### src/rtl/seq_det_pkg.sv
// Shared defaults for the serial pattern detector and its status counter.
package seq_det_pkg;

  localparam int LEN_DEF   = 4;
  localparam int CNT_W_DEF = 8;

  localparam logic [3:0] PAT_RST_DEF = 4'b1011;

  // fill must hold 0..LEN-1; keep at least one bit for the LEN=2 case
  function automatic int fill_w(input int len);
    return (len <= 2) ? 1 : $clog2(len);
  endfunction

endpackage

### src/rtl/sat_counter.sv
// Saturating event counter with synchronous clear; a clear coinciding with an
// event restarts the count at one so that event is not lost.
module sat_counter #(
  parameter int CNT_W = 8
) (
  input  logic             clk_i,
  input  logic             rst_i,
  input  logic             inc_i,
  input  logic             clr_i,
  output logic [CNT_W-1:0] count_o,
  output logic             sat_o
);

  localparam logic [CNT_W-1:0] CNT_MAX = '1;

  logic [CNT_W-1:0] count_q, count_d;
  logic             sat_q, sat_d;

  always_comb begin
    count_d = count_q;
    if (clr_i) begin
      count_d = inc_i ? CNT_W'(1) : '0;
    end else if (inc_i && (count_q != CNT_MAX)) begin
      count_d = count_q + CNT_W'(1);
    end
    sat_d = (count_d == CNT_MAX);
  end

  always_ff @(posedge clk_i) begin
    if (rst_i) begin
      count_q <= '0;
      sat_q   <= 1'b0;
    end else begin
      count_q <= count_d;
      sat_q   <= sat_d;
    end
  end

  assign count_o = count_q;
  assign sat_o   = sat_q;

endmodule

### src/rtl/seq_detector_param.sv
// Runtime-programmable LEN-bit serial pattern detector with zero-latency
// Mealy match, selectable overlap and a saturating match counter.
module seq_detector_param
  import seq_det_pkg::*;
#(
  parameter int             LEN     = LEN_DEF,
  parameter int             CNT_W   = CNT_W_DEF,
  parameter logic [LEN-1:0] PAT_RST = LEN'(PAT_RST_DEF)
) (
  input  logic             clk,
  input  logic             rst,
  input  logic             in_valid,
  input  logic             x,
  input  logic             overlap_en,
  input  logic             pat_load,
  input  logic [LEN-1:0]   pat_i,
  input  logic             count_clr,
  output logic             match,
  output logic [CNT_W-1:0] count,
  output logic             sat
);

  localparam int             FW        = fill_w(LEN);
  localparam logic [FW-1:0]  FILL_FULL = FW'(LEN - 1);

  logic [LEN-1:0] pat_q, pat_d;
  logic [LEN-2:0] hist_q, hist_d;
  logic [FW-1:0]  fill_q, fill_d;

  logic [LEN-1:0] window;
  logic           take_bit;

  assign window   = {hist_q, x};
  assign take_bit = in_valid && !pat_load;
  assign match    = !rst && take_bit && (fill_q == FILL_FULL) && (window == pat_q);

  always_comb begin
    pat_d  = pat_q;
    hist_d = hist_q;
    fill_d = fill_q;
    if (pat_load) begin
      pat_d  = pat_i;
      hist_d = '0;
      fill_d = '0;
    end else if (in_valid) begin
      hist_d = window[LEN-2:0];
      // non-overlap: the matched bits may not be reused by the next match
      if (match && !overlap_en) begin
        fill_d = '0;
      end else if (fill_q != FILL_FULL) begin
        fill_d = fill_q + FW'(1);
      end
    end
  end

  always_ff @(posedge clk) begin
    if (rst) begin
      pat_q  <= PAT_RST;
      hist_q <= '0;
      fill_q <= '0;
    end else begin
      pat_q  <= pat_d;
      hist_q <= hist_d;
      fill_q <= fill_d;
    end
  end

  sat_counter #(
    .CNT_W(CNT_W)
  ) u_match_cnt (
    .clk_i  (clk),
    .rst_i  (rst),
    .inc_i  (match),
    .clr_i  (count_clr),
    .count_o(count),
    .sat_o  (sat)
  );

endmodule
### config.mk
export PLATFORM = sky130hd
export DESIGN_NAME = seq_detector_param
export DESIGN_NICKNAME = d
export VERILOG_FILES = /design/src/rtl/seq_det_pkg.sv /design/src/rtl/sat_counter.sv /design/src/rtl/seq_detector_param.sv
export SDC_FILE = /design/constraint.sdc
export NUM_CORES = 1
export LEC_CHECK = 0
export CELL_PAD_IN_SITES_DETAIL_PLACEMENT = 1
export CELL_PAD_IN_SITES_GLOBAL_PLACEMENT = 1
export CORE_ASPECT_RATIO = 1.4
export CORE_MARGIN = 1.5
export CORE_UTILIZATION = 39
export DETAILED_ROUTE_END_ITERATION = 10
export GPL_ROUTABILITY_DRIVEN = 0
export PLACE_DENSITY_LB_ADDON = 0.2
export SYNTH_ARGS = -nofsm -noshare
export SYNTH_HDL_FRONTEND = slang
export SYNTH_HIERARCHICAL = 1
export SYNTH_SLANG_ARGS = --single-unit
### constraint.sdc
create_clock -name clk -period 5.3 [get_ports clk]
set_input_delay 1.06 -clock clk [delete_from_list [all_inputs] [get_ports clk]]
set_output_delay 1.06 -clock clk [all_outputs]
set_load 0.005 [all_outputs]
==> results.md <==
- Fraction of registers with async set/reset: 0%
- HP Class: reg2reg
- Critical Path Fanout Max: 12
- Outcome: finished, final reports clean
- Worst EP required: 4.24 ns
- Core area: 0.002391 mm²
- Top area cells in the synthesized netlist: dfxtp_1 (37%), mux2i_1 (6.1%), o21ai_0 (4.1%)
- Final period utilization: 84.06%
- Cts hold-fix bufs: 0
- Via count: 930
- RSZ-0062 raised after global routing: false
- PD cells: 206.3 mW/mm²
- Largest area contributor in the netlist: dfxtp_1
- Area Growth Syn to Fin: 25.54%
- #FFs+latches synth: 18
- Min Tclk post-route: 4.455 ns
- Final Max Tran Viols: 0
- Initial Util: 40.97%
- Fin nets: 144
- Placed Cells: 160
- FF-to-FF setup slack: 2.54 ns
- Clock skew: 0.002450 ns
- Worst-Skew Late Latency: 0.31 ns
- Fmax achieved: 224.4 MHz
- Setup Buffers After CTS: 0
- H-tree levels: 1
- CTS sink count: 18
- Area post-placement: 0.001194 mm²
- Synth Warn #: 6
- Startpoint class of the critical path: input pin
- TritonCTS clock tree: done
- Cts bufs inserted: 3
- Wirelength per Cell: 15.81 µm
- Post-synth EDFFs: 0
- GR Util All Layers: 21.00%
- Worst endpoint data arrival time: 3.40 ns
- Die X: 45.36 µm
- First-pass GRT wire length: 4436 µm
- CTS root buf: clkbuf_4
- Max-Cap Viols: 0
- PortBufs: 20
- Hpwl dp: 1925 µm
- Cells after synthesis: 110
- Worst Setup Path Type: in2out
- Peak VDD IR: 0.00009745 V
- DP Worst Slack: 0.8763 ns
- Post-synth top area share: 36.78%
- Die Ht: 62.31 µm
- Sequential area share after synthesis: 36.78%
- Synth cell types: 37
- Rows: 21
- Post-route DRC: 0
- Cell area after layout: 0.001230 mm²
- Vias in the first global route: 1,000
- Setup_tns: 0 ns
- Vias per cell: 5.671
- Final WL: 2593 µm
- Post-Syn Area: 979.7 µm²
- Worst Tran Pin Value: 0.8346 ns
- Finished Layout Cells: 164
- Final WS setup: 0.8446 ns
- IO Count: 21
- Avg Inst Size Synth: 8.906 µm²
- Pleak: 0.4162 nW
- CP Capture Type: output port
- Pin count of the biggest net entering global routing: 14
- Tot Pwr: 0.0002537 W
- Final hold vios: 0
- Relative slew slack: 43.93%
- Die area: 0.002826 mm²
- Global route overflow: 0
- Clk slew on worst S/H paths: 0.10 ns
- Diode count: 0
- Synthesized net count: 123
- Clk buf depth: 2
- Synth Flop Type: dfxtp_1
- DRT iter0 DRCs: 11
- Final ANT Viol Nets: 0
- Post-CTS Resized: 0
- Drt pass-1 iters: 4
- Share of post-route cells with drive strength above 1: 8.462%
- Endpoints failing setup: 0
- Antenna violations before repair: 0
## cell families (layout without fill, tap and decap cells)
| kind of cell | after synthesis | after routing | share of synthesized area, % |
|---|---|---|---|
| buf+inv | 9 | 29 | 5.234 |
| xor+xnor | 4 | 4 | 3.576 |
| fa+ha+maj | 2 | 2 | 2.554 |
| flops | 18 | 18 | 36.78 |
| simple gates | 48 | 48 | 30.40 |
| compound gates | 23 | 23 | 15.33 |
| mux | 6 | 6 | 6.131 |
## cells in the final DEF (no fill, tap or decap)
cell / instances
nor3b_1: 2
nor3_1: 5
clkdlybuf4s50_1: 20
a211o_1: 3
or2b_1: 1
and4_1: 1
nor2b_1: 4
clkbuf_8: 1
o21ai_1: 1
or3b_1: 1
mux2i_1: 6
buf_4: 1
dfxtp_1: 18
and3b_2: 1
or2_1: 1
inv_1: 4
o311ai_0: 2
nor4_1: 1
nand2_1: 5
nor4_2: 1
and3_1: 3
a211oi_1: 1
clkbuf_4: 3
nor2_1: 5
nand4_1: 4
a41oi_1: 1
nand3_1: 7
a21oi_1: 6
a2111oi_2: 1
nor2_4: 1
xnor2_1: 4
nand4bb_1: 1
ha_1: 2
o21ai_0: 8
nand3_2: 1
or4_1: 2
nand2b_2: 1
## sequential cells by signal (all words and copies together), names as in the netlist
register             count
pat_q                    4
u_match_cnt/sat_o        1
u_match_cnt/count_o      8
hist_q                   3
fill_q                   2
## critical path, cell delays in order
cell and delay [ns]:
clkdlybuf4s50_1 0.66, nor2_4 0.25, nand3_2 0.11, nor3_1 0.66
clkdlybuf4s50_1 0.65
## synth_stat cells (2+ instances only)
cell type  number
and3_1          3
xnor2_1         4
nor2b_1         4
nand2_1         5
ha_1            2
o311ai_0        2
nand4_1         4
nor3b_1         2
nor2_1          5
nand3_1         7
dfxtp_1        18
a211o_1         3
o21ai_0         8
a21oi_1         6
nor3_1          5
inv_1           4
or4_1           2
buf_6           2
mux2i_1         6
## final cells by class
cell class	instances	area, µm²
fill	296	1161
multi-input combinational	83	568.0
sequential	18	360.3
timing repair buffer	21	207.7
tap	34	42.54
clock buffer	4	36.28
inverter	4	15.01
## path summary, 6_finish.rpt
| check | from | end | cells after the start |
|---|---|---|---|
| max | pat_load | match | 5 |
| min | fill_q[0] | fill_q[0] | 1 |
| max reg2reg | pat_q[0] | u_match_cnt/sat_o | 7 |
| min reg2reg | fill_q[0] | fill_q[0] | 1 |
## metrics by stage
step,hold WS (ns),utilization [%]
after floorplan,0.4446,-
after global placement,0.4814,49.92
after detailed placement,0.5024,49.92
after CTS,0.5200,51.44
after global routing,0.5703,51.44
final,0.5108,51.44
## where the power goes
part	total (W)	leakage, nW	switching (W)	internal (W)
registers	0.000140	0.146	0.00000207	0.000138
logic	0.0000252	0.249	0.0000113	0.0000139
clock network	0.0000883	0.0210	0.0000463	0.0000420
total	0.000254	0.416	0.0000597	0.000194
## metal layers
| layer | vias up | part of all wire [%] | wire [µm] | GRT usage (%) |
|---|---|---|---|---|
| met5 | - | 0 | 0 | 0 |
| met4 | 0 | 3.8 | 98 | 13.24 |
| met3 | 9 | 2.7 | 69 | 2.616 |
| met2 | 27 | 51 | 1317 | 33.75 |
| met1 | 445 | 43 | 1108 | 25.05 |
| li1 | 449 | - | - | - |
No activity file was read; power rests on OpenSTA's default activity.
